### src/rtl/riscv_pkg.sv
// Shared RISC-V pipeline constants, fetch payload type and fetch FSM encoding.
package riscv_pkg;

    localparam int unsigned XLEN             = 32;
    localparam int unsigned FETCH_FIFO_DEPTH = 2;

    localparam logic [XLEN-1:0] NOP_INSTR        = 32'h0000_0013;
    localparam logic [XLEN-1:0] PC_STEP          = 32'd4;
    localparam logic [XLEN-1:0] DEFAULT_RESET_PC = 32'h0000_0000;

    // Major opcodes shared by the decode and ALU stages
    localparam logic [6:0] OPC_LUI    = 7'b0110111;
    localparam logic [6:0] OPC_AUIPC  = 7'b0010111;
    localparam logic [6:0] OPC_JAL    = 7'b1101111;
    localparam logic [6:0] OPC_JALR   = 7'b1100111;
    localparam logic [6:0] OPC_BRANCH = 7'b1100011;
    localparam logic [6:0] OPC_LOAD   = 7'b0000011;
    localparam logic [6:0] OPC_STORE  = 7'b0100011;
    localparam logic [6:0] OPC_OP_IMM = 7'b0010011;
    localparam logic [6:0] OPC_OP     = 7'b0110011;
    localparam logic [6:0] OPC_SYSTEM = 7'b1110011;

    typedef struct packed {
        logic [XLEN-1:0] pc;
        logic [XLEN-1:0] instr;
    } fetch_entry_t;

    typedef enum logic {
        FETCH_IDLE = 1'b0,
        FETCH_WAIT = 1'b1
    } fetch_state_e;

endpackage

### src/rtl/if_fetch_fifo.sv
// Two-entry {pc, instr} queue between the fetch engine and the IF/ID boundary.
module if_fetch_fifo
    import riscv_pkg::*;
(
    input  logic         clk,
    input  logic         reset,
    input  logic         push,
    input  logic         pop,
    input  logic         flush,
    input  fetch_entry_t wdata,
    output fetch_entry_t head,
    output logic [1:0]   count
);

    fetch_entry_t mem_q [2];
    logic         wr_ptr_q;
    logic         rd_ptr_q;
    logic [1:0]   count_q;
    logic         push_ok;
    logic         pop_ok;

    // Guard against misuse so the occupancy never leaves 0..2
    assign pop_ok  = pop && (count_q != 2'd0);
    assign push_ok = push && ((count_q != 2'd2) || pop_ok);

    always_ff @(posedge clk or posedge reset) begin
        if (reset) begin
            wr_ptr_q <= 1'b0;
            rd_ptr_q <= 1'b0;
            count_q  <= 2'd0;
            mem_q[0] <= '0;
            mem_q[1] <= '0;
        end else if (flush) begin
            wr_ptr_q <= 1'b0;
            rd_ptr_q <= 1'b0;
            count_q  <= 2'd0;
        end else begin
            if (push_ok) begin
                mem_q[wr_ptr_q] <= wdata;
                wr_ptr_q        <= ~wr_ptr_q;
            end
            if (pop_ok) begin
                rd_ptr_q <= ~rd_ptr_q;
            end
            case ({push_ok, pop_ok})
                2'b10:   count_q <= count_q + 2'd1;
                2'b01:   count_q <= count_q - 2'd1;
                default: count_q <= count_q;
            endcase
        end
    end

    assign head  = mem_q[rd_ptr_q];
    assign count = count_q;

endmodule

### src/rtl/if_fetch_unit.sv
// IF stage: owns the PC, issues one word fetch at a time and queues responses
// for IF/ID; a taken branch redirects, flushes and discards the in-flight fetch.
module if_fetch_unit
    import riscv_pkg::*;
#(
    parameter logic [31:0] RESET_PC   = DEFAULT_RESET_PC,
    parameter int unsigned FIFO_DEPTH = FETCH_FIFO_DEPTH
) (
    input  logic        clk,
    input  logic        reset,
    output logic        imem_req,
    output logic [31:0] imem_addr,
    input  logic        imem_gnt,
    input  logic        imem_rvalid,
    input  logic [31:0] imem_rdata,
    input  logic        branch_taken,
    input  logic [31:0] branch_target,
    input  logic        stall,
    output logic [31:0] IF_PC,
    output logic [31:0] IF_instr,
    output logic        IF_valid
);

    fetch_state_e state_q, state_d;
    logic [31:0]  fetch_pc_q, fetch_pc_d;
    logic [31:0]  req_pc_q, req_pc_d;
    logic         discard_q, discard_d;

    logic         fifo_push;
    logic         fifo_pop;
    logic         fifo_flush;
    fetch_entry_t fifo_wdata;
    fetch_entry_t fifo_head;
    logic [1:0]   fifo_count;
    logic         head_valid;

    assign head_valid = (fifo_count != 2'd0);
    assign fifo_wdata = '{pc: req_pc_q, instr: imem_rdata};

    always_ff @(posedge clk or posedge reset) begin
        if (reset) begin
            state_q    <= FETCH_IDLE;
            fetch_pc_q <= RESET_PC;
            req_pc_q   <= '0;
            discard_q  <= 1'b0;
        end else begin
            state_q    <= state_d;
            fetch_pc_q <= fetch_pc_d;
            req_pc_q   <= req_pc_d;
            discard_q  <= discard_d;
        end
    end

    always_comb begin
        state_d    = state_q;
        fetch_pc_d = fetch_pc_q;
        req_pc_d   = req_pc_q;
        discard_d  = discard_q;
        imem_req   = 1'b0;
        fifo_push  = 1'b0;
        fifo_pop   = 1'b0;
        fifo_flush = 1'b0;

        case (state_q)
            FETCH_IDLE: begin
                // Issue only when the queue can absorb the response
                imem_req = !reset && !branch_taken && (32'(fifo_count) < FIFO_DEPTH);
                if (imem_req && imem_gnt) begin
                    req_pc_d   = fetch_pc_q;
                    fetch_pc_d = fetch_pc_q + PC_STEP;
                    state_d    = FETCH_WAIT;
                end
            end
            FETCH_WAIT: begin
                if (imem_rvalid) begin
                    state_d = FETCH_IDLE;
                    if (discard_q) begin
                        discard_d = 1'b0;
                    end else begin
                        fifo_push = !branch_taken;
                    end
                end
            end
            default: state_d = FETCH_IDLE;
        endcase

        fifo_pop = head_valid && !stall && !branch_taken;

        // Redirect overrides everything; a still-pending response is marked stale
        if (branch_taken) begin
            fetch_pc_d = branch_target;
            fifo_flush = 1'b1;
            if (state_q == FETCH_WAIT && !imem_rvalid) begin
                discard_d = 1'b1;
            end
        end
    end

    if_fetch_fifo u_fifo (
        .clk   (clk),
        .reset (reset),
        .push  (fifo_push),
        .pop   (fifo_pop),
        .flush (fifo_flush),
        .wdata (fifo_wdata),
        .head  (fifo_head),
        .count (fifo_count)
    );

    assign imem_addr = fetch_pc_q;
    assign IF_valid  = head_valid;
    assign IF_PC     = head_valid ? fifo_head.pc    : 32'h0000_0000;
    assign IF_instr  = head_valid ? fifo_head.instr : NOP_INSTR;

endmodule

### config.mk
export PLATFORM = sky130hd
export DESIGN_NAME = if_fetch_unit
export DESIGN_NICKNAME = d
export VERILOG_FILES = /design/src/rtl/riscv_pkg.sv /design/src/rtl/if_fetch_fifo.sv /design/src/rtl/if_fetch_unit.sv
export SDC_FILE = /design/constraint.sdc
export NUM_CORES = 1
export LEC_CHECK = 0
export BUFFER_PORTS_ARGS = -buffer_cell sky130_fd_sc_hd__buf_2
export CORE_MARGIN = 5
export CORE_UTILIZATION = 45
export CTS_CLUSTER_SIZE = 10
export DETAILED_ROUTE_END_ITERATION = 16
export GPL_TIMING_DRIVEN = 0
export PLACE_DENSITY = 0.68
export SLEW_MARGIN = 0
export SYNTH_ARGS = -nofsm -noshare
export SYNTH_HDL_FRONTEND = slang
export SYNTH_SLANG_ARGS = --single-unit
### constraint.sdc
create_clock -name clk -period 8.3 [get_ports clk]
set_input_delay 1.66 -clock clk [delete_from_list [all_inputs] [get_ports clk]]
set_output_delay 1.66 -clock clk [all_outputs]
set_load 0.02 [all_outputs]
### Word level (Yosys, flattened, before mapping)

Cells that the tools add are included.
Widths: inputs -> output; s select.

* register bits after elaboration: 198
* bits of input ports: 70
* logic and storage cells: 79

* add/sub/neg operators: 3
* magnitude comparators: 4
* equal/unequal tests: 4
* multiplexer cells: 29
* bitwise operators: 6
* reductions and logical operators: 22

Operator list (number)
* $mux 64: 4
* $mux 32: 5
* $bwmux 128: 1
* $demux 64 s1: 1
* $add 32x3->32 const B: 1
* $mux 1: 15
* $logic_and 1x1->1: 9
* $reduce_bool 2->1: 4
* $reduce_and 2->1: 3
* $ge 2x2->1 const B: 2
* $logic_not 1->1: 4
* $ne 2x2->1 const B: 2
* $not 1->1: 4
* $not 1->2: 2
* $pmux 2 s2: 1
* $reduce_bool 3->1: 1
* $add 2x1->2 const B: 1
* $eq 2x1->1 const B: 1
* $eq 2x2->1 const B: 1
* $lt 2x1->1 const B: 1
* $lt 2x2->1 const B: 1
* $mux 2: 1
* $pmux 1 s2: 1
* $sub 2x1->2 const B: 1
* $logic_or 1x1->1: 1

### Logic depth before layout (Yosys ltp)

Gate-level depths: netlist of run 1.

* word-level depth: 9
* depth in mapped cells: 9

### Cells and area by module

Synthesis of run 1 repeated with hierarchy kept, for this count alone.

* cells, all modules: 730
* area total of the unflattened synthesis: 9490.4 um2

Modules (own cells, without submodules)
* if_fetch_fifo: times used 1, cells an instance 367, area an instance 5924.4 um2, seq. area each 3303.2 um2
* if_fetch_unit: times used 1, cells an instance 363, area an instance 3565.9 um2, seq. area each 1651.6 um2

### Least setup slack after synthesis of run 1

Ideal clock, no wire load.

* path type: input port to output port
* start: input branch_taken
* end: output imem_req
* arrival: 2345 ps
* required time: 6640 ps
* setup slack: 4295 ps
* stages on the path: 2
* cells stage by stage: or4_4 > inv_2

* cells in the longest elaborated chain, start to end: 4

Ends and longest elaborated chain
* start: declaration: line if_fetch_unit.sv:16 `input logic branch_taken,`
* $logic_not 1->1: line if_fetch_unit.sv:67 `imem_req = !reset && !branch_taken && (32'(fifo_count) < FIFO_DEPTH);`
* $logic_and 1x1->1 (2 in a row): line if_fetch_unit.sv:67
* $mux 1: line if_fetch_unit.sv:64 `case (state_q)`
* end: declaration: line if_fetch_unit.sv:11 `output logic imem_req,`

Every way passes these cells.

### Worst setup path in the final report of run 1

Same ends and word-level chain as after synthesis.

==> results of run 1 <==
==> worst max-delay path, delay by kind of cell <==
kind / cells / cell delay [ns]
buffers and inverters: 3 / 0.50
and+or+nand+nor: 1 / 0.58
==> cell type report <==
| cell class | count | area, um^2 | area share |
|---|---|---|---|
| buffer | 45 | 231.5 | 0.02136 |
| sequential | 198 | 4955 | 0.4572 |
| clock buffer | 20 | 436.7 | 0.04030 |
| clock inverter | 12 | 96.34 | 0.008890 |
| tap | 270 | 337.8 | 0.03117 |
| timing repair buffer | 168 | 863.3 | 0.07967 |
| inverter | 11 | 48.80 | 0.004503 |
| multi-input combinational | 541 | 3867 | 0.3569 |
==> cell families after synthesis <==
group	synth area share
compound gates	0.05159
xor+xnor	0.003853
fa+ha+maj	0.001375
buf+inv	0.02999
flops	0.5448
mux	0.2358
simple gates	0.1326
==> layout by cell type, fill, tap and decap left out, types with 16 or more instances in the layout <==
| cell | count |
|---|---|
| nand3_1 | 20 |
| nand2_1 | 119 |
| o21ai_0 | 23 |
| buf_2 | 193 |
| clkbuf_1 | 16 |
| mux2i_1 | 68 |
| mux2_2 | 130 |
| nor2_1 | 80 |
| dfrtp_1 | 198 |
| clkbuf_16 | 17 |
==> state kept, by name (all words and copies together), names as in the netlist, named ones only <==
name             count
imem_addr           32
u_fifo.rd_ptr_q      1
req_pc_q            32
u_fifo.count         2
u_fifo.wr_ptr_q      1
state_q              1
u_fifo.mem_q       128
==> final timing paths <==
path / from / to / cells after the start
hold reg to reg: req_pc_q[16] / req_pc_q[16] / 2
min in group asynchronous: reset / u_fifo.count[1] / 2
setup reg to reg: imem_addr[9] / imem_addr[17] / 5
setup / recovery: branch_taken / imem_req / 4
max in group asynchronous: reset / u_fifo.mem_q[31] / 3
hold / removal: req_pc_q[16] / req_pc_q[16] / 2
==> layer usage <==
layer / track usage / up-vias / wire, um
met3: 0.04033 / 21 / 1420
met1: 0.2909 / 3346 / 10870
met4: 0.05522 / 0 / 289
met5: 0 / - / 0
li1: - / 3161 / -
met2: 0.2985 / 237 / 10080
==> stage by stage <==
stage	TNS [ns]	cells	worst slack, ns
final	0	1265	3.896
after global routing	0	1265	3.870
after CTS	0	1265	3.917
after detailed placement	0	1233	3.920
after global placement	-202.82	1232	-1.029
after floorplan	0	795	1.243
==> where the power goes <==
part | switching [W] | total, W | internal, W
Sequential | 0.000124 | 0.00128 | 0.00116
Clock | 0.000373 | 0.000762 | 0.000390
Combinational | 0.000212 | 0.000428 | 0.000217
Total | 0.000709 | 0.00247 | 0.00176
==> reports/results.tsv, run 1 <==
stage	metric	value	unit
clock_tree	post-cts-setup-buffers	0	
detailed_routing	ant_nets	0	
sta	post-route-period-util	0.5306	
floorplanning	dieArea	0.02315	mm^2
power	p_leak	5.276	nW
clock_tree	root_buffer	clkbuf_16	
power	total_power	0.002470	W
setup_path	critPathMaxStageDelay	0.58	ns
global_routing	antenna_found_initial	0	
setup_path	crit_type	primary input to output pin	
clock_tree	path_clk_slew	0.07	ns
run_status	outcome	finished clean	
clock_tree	hold_buffers	0	
global_routing	grt_first_pass_wirelength	36.92	mm
synthesis	synth_top_area_share	0.5448	
synthesis	syn_area	0.009095	mm^2
floorplanning	fp.dieH	152.2	um
synthesis	synth_common_cells	dfrtp_1, mux2_2, nand2_1	
clock_tree	cts_buffer_depth	2	
synthesis	synth_async_sr_flop_share	1.000	
global_routing	grt_max_degree	127	
final_layout	layout-drive-gt1-share	0.3709	
detailed_routing	drtPass1Iterations	5	
power	power.density	227.9	mW/mm^2
synthesis	synth_cells	795	
setup_path	cp_common_cell	buf_2	
setup_path	reg2reg_slack	6.00	ns
power	ir_worst_vdd	0.1455	mV
synthesis	yosysUniqueCellTypes	48	
detailed_routing	vias_per_cell	5.348	
synthesis	synth_edf_count	0	
detailed_routing	detail_route.wl_per_cell	17.91	um
final_layout	diodes	0	
worst_hold_path	min_path_type	flip-flop to flip-flop	
synthesis	yosysMostFrequentCell	dfrtp_1	
synthesis	yosysWarnings	0	
setup_path	cp_data_required_time	6.64	ns
sta	worstMarginPinSlew	0.9042	ns
final_layout	post-route-util	0.5408	
floorplanning	fp.dieW	152.2	um
sta	period_needed	4.404	ns
global_routing	groute.usage.overall	0.1974	
synthesis	synth_area_leaders	dfrtp_1, mux2_2, mux2i_1	
sta	worst_slew_margin_rel	0.3950	
detailed_routing	drcViolationCount	0	
synthesis	synthFlopType	dfrtp_1	
setup_path	slowest_stage	or4_4	
synthesis	yosysSeqAreaShare	0.5448	
floorplanning	rows	52	
detailed_routing	drtIter0Drc	345	
sta	hold_viol	0	
final_layout	fillers	1854	
final_layout	fin_nets	1053	
setup_path	crit_chain	buf_2 -> or4_4 -> inv_2 -> buf_2	
clock_tree	clkLatencyLatePin	0.43	ns
synthesis	avgSynthCellArea	11.44	um^2
global_routing	grt_overflow	0	
clock_tree	clkSinkCount	198	
detailed_routing	wirelength	22.66	mm
clock_tree	tritoncts	done	
sta	max_freq	227.1	MHz
setup_path	start_kind	primary input	
clock_tree	numCtsBuffers	17	
setup_path	worst-path-max-fanout	6	
detailed_routing	route.vias.total	6765	
sta	drv_slew	0	
synthesis	yosysTopAreaCell	dfrtp_1	
synthesis	synthesis.nets	866	
clock_tree	cts_resized	0	
sta	holdWs	0.5030	ns
place	dp_hpwl	16.39	mm
floorplanning	start_util	0.4539	
place	dpl-instance-area	0.01030	mm^2
sta	rsz0062_at_grt	no	
sta	setup_viol	0	
place	gp_congestion	0.9273	
flow_run	max_cap_violations	0	
final_layout	synthToLayoutAreaGrowth	19.15	%
synthesis	ys_ff_latch	198	
floorplanning	ios	168	
global_routing	grt_pass1_vias	6784	
setup_path	worstPathArrival	2.74	ns
sta	fin_skew	0.01281	ns
setup_path	end_kind	output pin	
floorplanning	core	0.02004	mm^2
place	numPortBuffers	167	
final_layout	design_area	0.01084	mm^2
clock_tree	cts_max_level	4	
Note: power is estimated with default switching activity, not from simulation.
==> run 2: changes to the inputs <==
Settings changed: PLACE_DENSITY 0.68 to 0.7.
Clock period 8.3 ns to 3.5 ns, I/O delays scaled along.
==> run 2 against run 1 <==
  * Worst hold slack worse by 0.097 ns
  * Sequential share of layout area down 0.72 points
  * Clock-buffer cell count down 2
  * Cell count grew 0.40%
  * Sequential cell count stayed put
  * Critical path depth rose by 1
  * Final area rose by 1.6%
  * Clock skew hardly changed
  * Wire length decreased by 3.1%
  * Global-route usage decreased by 0.66 points
  * Total power grew 150%
  * Register-to-register slack lost 4.7 ns
  * Critical path type is now flip-flop to output pin
  * Critical endpoint is now IF_PC[30]
  * Largest power group unchanged
==> reports/results.tsv, run 2 (synthesized netlist as in run 1, its figures left out) <==
stage	metric	value	unit	change
floorplanning	rows	52		unchanged
power	p_leak	5.355	nW	+1.5%
floorplanning	start_util	0.4539		unchanged
final_layout	multi_input_area	0.003867	mm^2	unchanged
setup_path	r2r_cells	5		unchanged
setup_path	end_kind	output pin		
sta	worst_slack	0.3329	ns	-3.563 ns
clock_tree	clkLatencyLatePin	0.43	ns	about the same
run_status	outcome	finished clean		
place	gp_congestion	0.8920		-3.8%
setup_path	reg2reg_to	imem_addr[17]		
global_routing	use_met3	0.04005		-0.0002840
global_routing	use_met2	0.2896		-0.008891
global_routing	grt_first_pass_wirelength	35.80	mm	-3.0%
detailed_routing	drcViolationCount	0		unchanged
setup_path	cp_data_required_time	2.80	ns	-3.84 ns
floorplanning	fp.dieW	152.2	um	unchanged
sta	tns	0	ns	unchanged
clock_tree	root_buffer	clkbuf_16		
detailed_routing	drtPass1Iterations	5		unchanged
floorplanning	dieArea	0.02315	mm^2	unchanged
detailed_routing	drtIter0Drc	345		unchanged
clock_tree	post-cts-setup-buffers	0		unchanged
setup_path	worstPathArrival	2.47	ns	-0.27 ns
global_routing	grt_overflow	0		unchanged
setup_path	r2r_start	imem_addr[9]		
flow_run	max_cap_violations	0		unchanged
detailed_routing	vias_per_cell	5.301		-0.88%
sta	rsz0062_at_grt	no		
global_routing	grt.met1_usage	0.2744		-0.01647
place	dp_slack	0.7224	ns	-3.198 ns
sta	max_freq	315.7	MHz	
global_routing	antenna_found_initial	0		unchanged
clock_tree	cts_resized	0		unchanged
final_layout	fillers	1808		-2.5%
sta	worstMarginPinSlew	0.9117	ns	+0.007550 ns
floorplanning	fp.dieH	152.2	um	unchanged
global_routing	grt_max_degree	38		-70%
place	numPortBuffers	167		unchanged
detailed_routing	wirelength	21.95	mm	-3.1%
final_layout	synthToLayoutAreaGrowth	21.06	%	
final_layout	largest_register	u_fifo.mem_q		
setup_path	startpoint	u_fifo.count[1]		
setup_path	crit_type	flip-flop to output pin		
final_layout	layout_commonest_cell	dfrtp_1		
clock_tree	hold_buffers	0		unchanged
detailed_routing	ant_nets	0		unchanged
sta	hold_viol	0		unchanged
power	total_power	0.006090	W	+150%
global_routing	groute.usage.overall	0.1908		-0.006575
power	power.density	553.1	mW/mm^2	+140%
clock_tree	path_clk_slew	0.07	ns	about the same
final_layout	post-route-util	0.5495		+0.008679
clock_tree	clkSinkCount	198		unchanged
clock_tree	cts_max_level	4		unchanged
clock_tree	tritoncts	done		
setup_path	start_kind	flip-flop		
sta	post-route-period-util	0.9049		
place	dp_hpwl	16.18	mm	-1.3%
global_routing	top_usage_layer	met2		
final_layout	fin_nets	1058		+0.47%
sta	fin_skew	0.01319	ns	+0.0003737 ns
clock_tree	numCtsBuffers	17		unchanged
global_routing	grt_pass1_vias	6708		-1.1%
final_layout	layout-drive-gt1-share	0.3760		+0.005146
setup_path	worst-path-max-fanout	10		+4
final_layout	diodes	0		unchanged
final_layout	final_cell_mix	dfrtp_1, buf_2, mux2_2		
sta	worst_slew_margin_rel	0.3899		-0.005052
clock_tree	cts_buffer_depth	2		unchanged
floorplanning	ios	168		unchanged
setup_path	reg2reg_slack	1.32	ns	-4.68 ns
sta	period_needed	3.167	ns	
sta	drv_slew	0		unchanged
final_layout	largest_reg_flops	128		unchanged
final_layout	regArea	0.004955	mm^2	unchanged
detailed_routing	route.vias.total	6732		-0.49%
detailed_routing	detail_route.wl_per_cell	17.29	um	-3.5%
worst_hold_path	min_path_type	primary input to asynchronous set/reset pin		
sta	setup_viol	0		unchanged
floorplanning	core	0.02004	mm^2	unchanged
power	ir_worst_vdd	0.3606	mV	+150%
## run 2: cell count changes in the layout (fill, tap and decap cells not counted)
cell and change:
inv_6 -2, inv_8 +2, clkinv_4 -1, buf_12 +6, clkinv_2 -1, bufinv_16 +3
clkbuf_1 -2, buf_16 -1, clkinvlp_4 +1
## run 2: worst max-delay path, stage by stage (launching register included)
cell and delay, ns:
dfrtp_1 0.38, buf_6 0.13, nor2_1 0.69, clkbuf_1 0.51, nor2_1 0.15, buf_2 0.19
## run 2: area by class of cell
type,count,share of cell area
buffer,45,0.02102
clock buffer,18,0.03898
clock inverter,14,0.01716
multi-input combinational,541,0.3512
tap,270,0.03068
sequential,198,0.4500
inverter,11,0.004091
timing repair buffer,173,0.08682
## run 2: worst max-delay path by stage
stage / to / slack, ns
finish: IF_PC[30] / 0.33
global route: IF_PC[30] / 0.14
CTS: IF_PC[30] / 0.24
detailed placement: IF_PC[30] / 0.72
global placement: req_pc_q[25] / -1.04
floorplan: asynchronous set/reset pin / 0.24
## run 2: per-stage QoR
step | cell area [um^2] | std cells | hold WS (ns)
final | 11010 | 1270 | 0.4064
after global routing | 11010 | 1270 | 0.4383
after CTS | 11010 | 1270 | 0.4186
after detailed placement | 10390 | 1238 | 0.4840
after global placement | 10270 | 1232 | 0.4808
after floorplan | 9099 | 795 | 0.4583
## run 2: per-layer routing
metal | share of wire | wire, um
met2 | 0.45 | 9798
met5 | 0 | 0
met4 | 0.021 | 464
met1 | 0.46 | 10110
met3 | 0.072 | 1579
## run 2: power breakdown
part / internal (W) / switching, W
sequential: 0.00274 / 0.000292
clock: 0.00115 / 0.000895
combinational: 0.000523 / 0.000491
total: 0.00441 / 0.00168
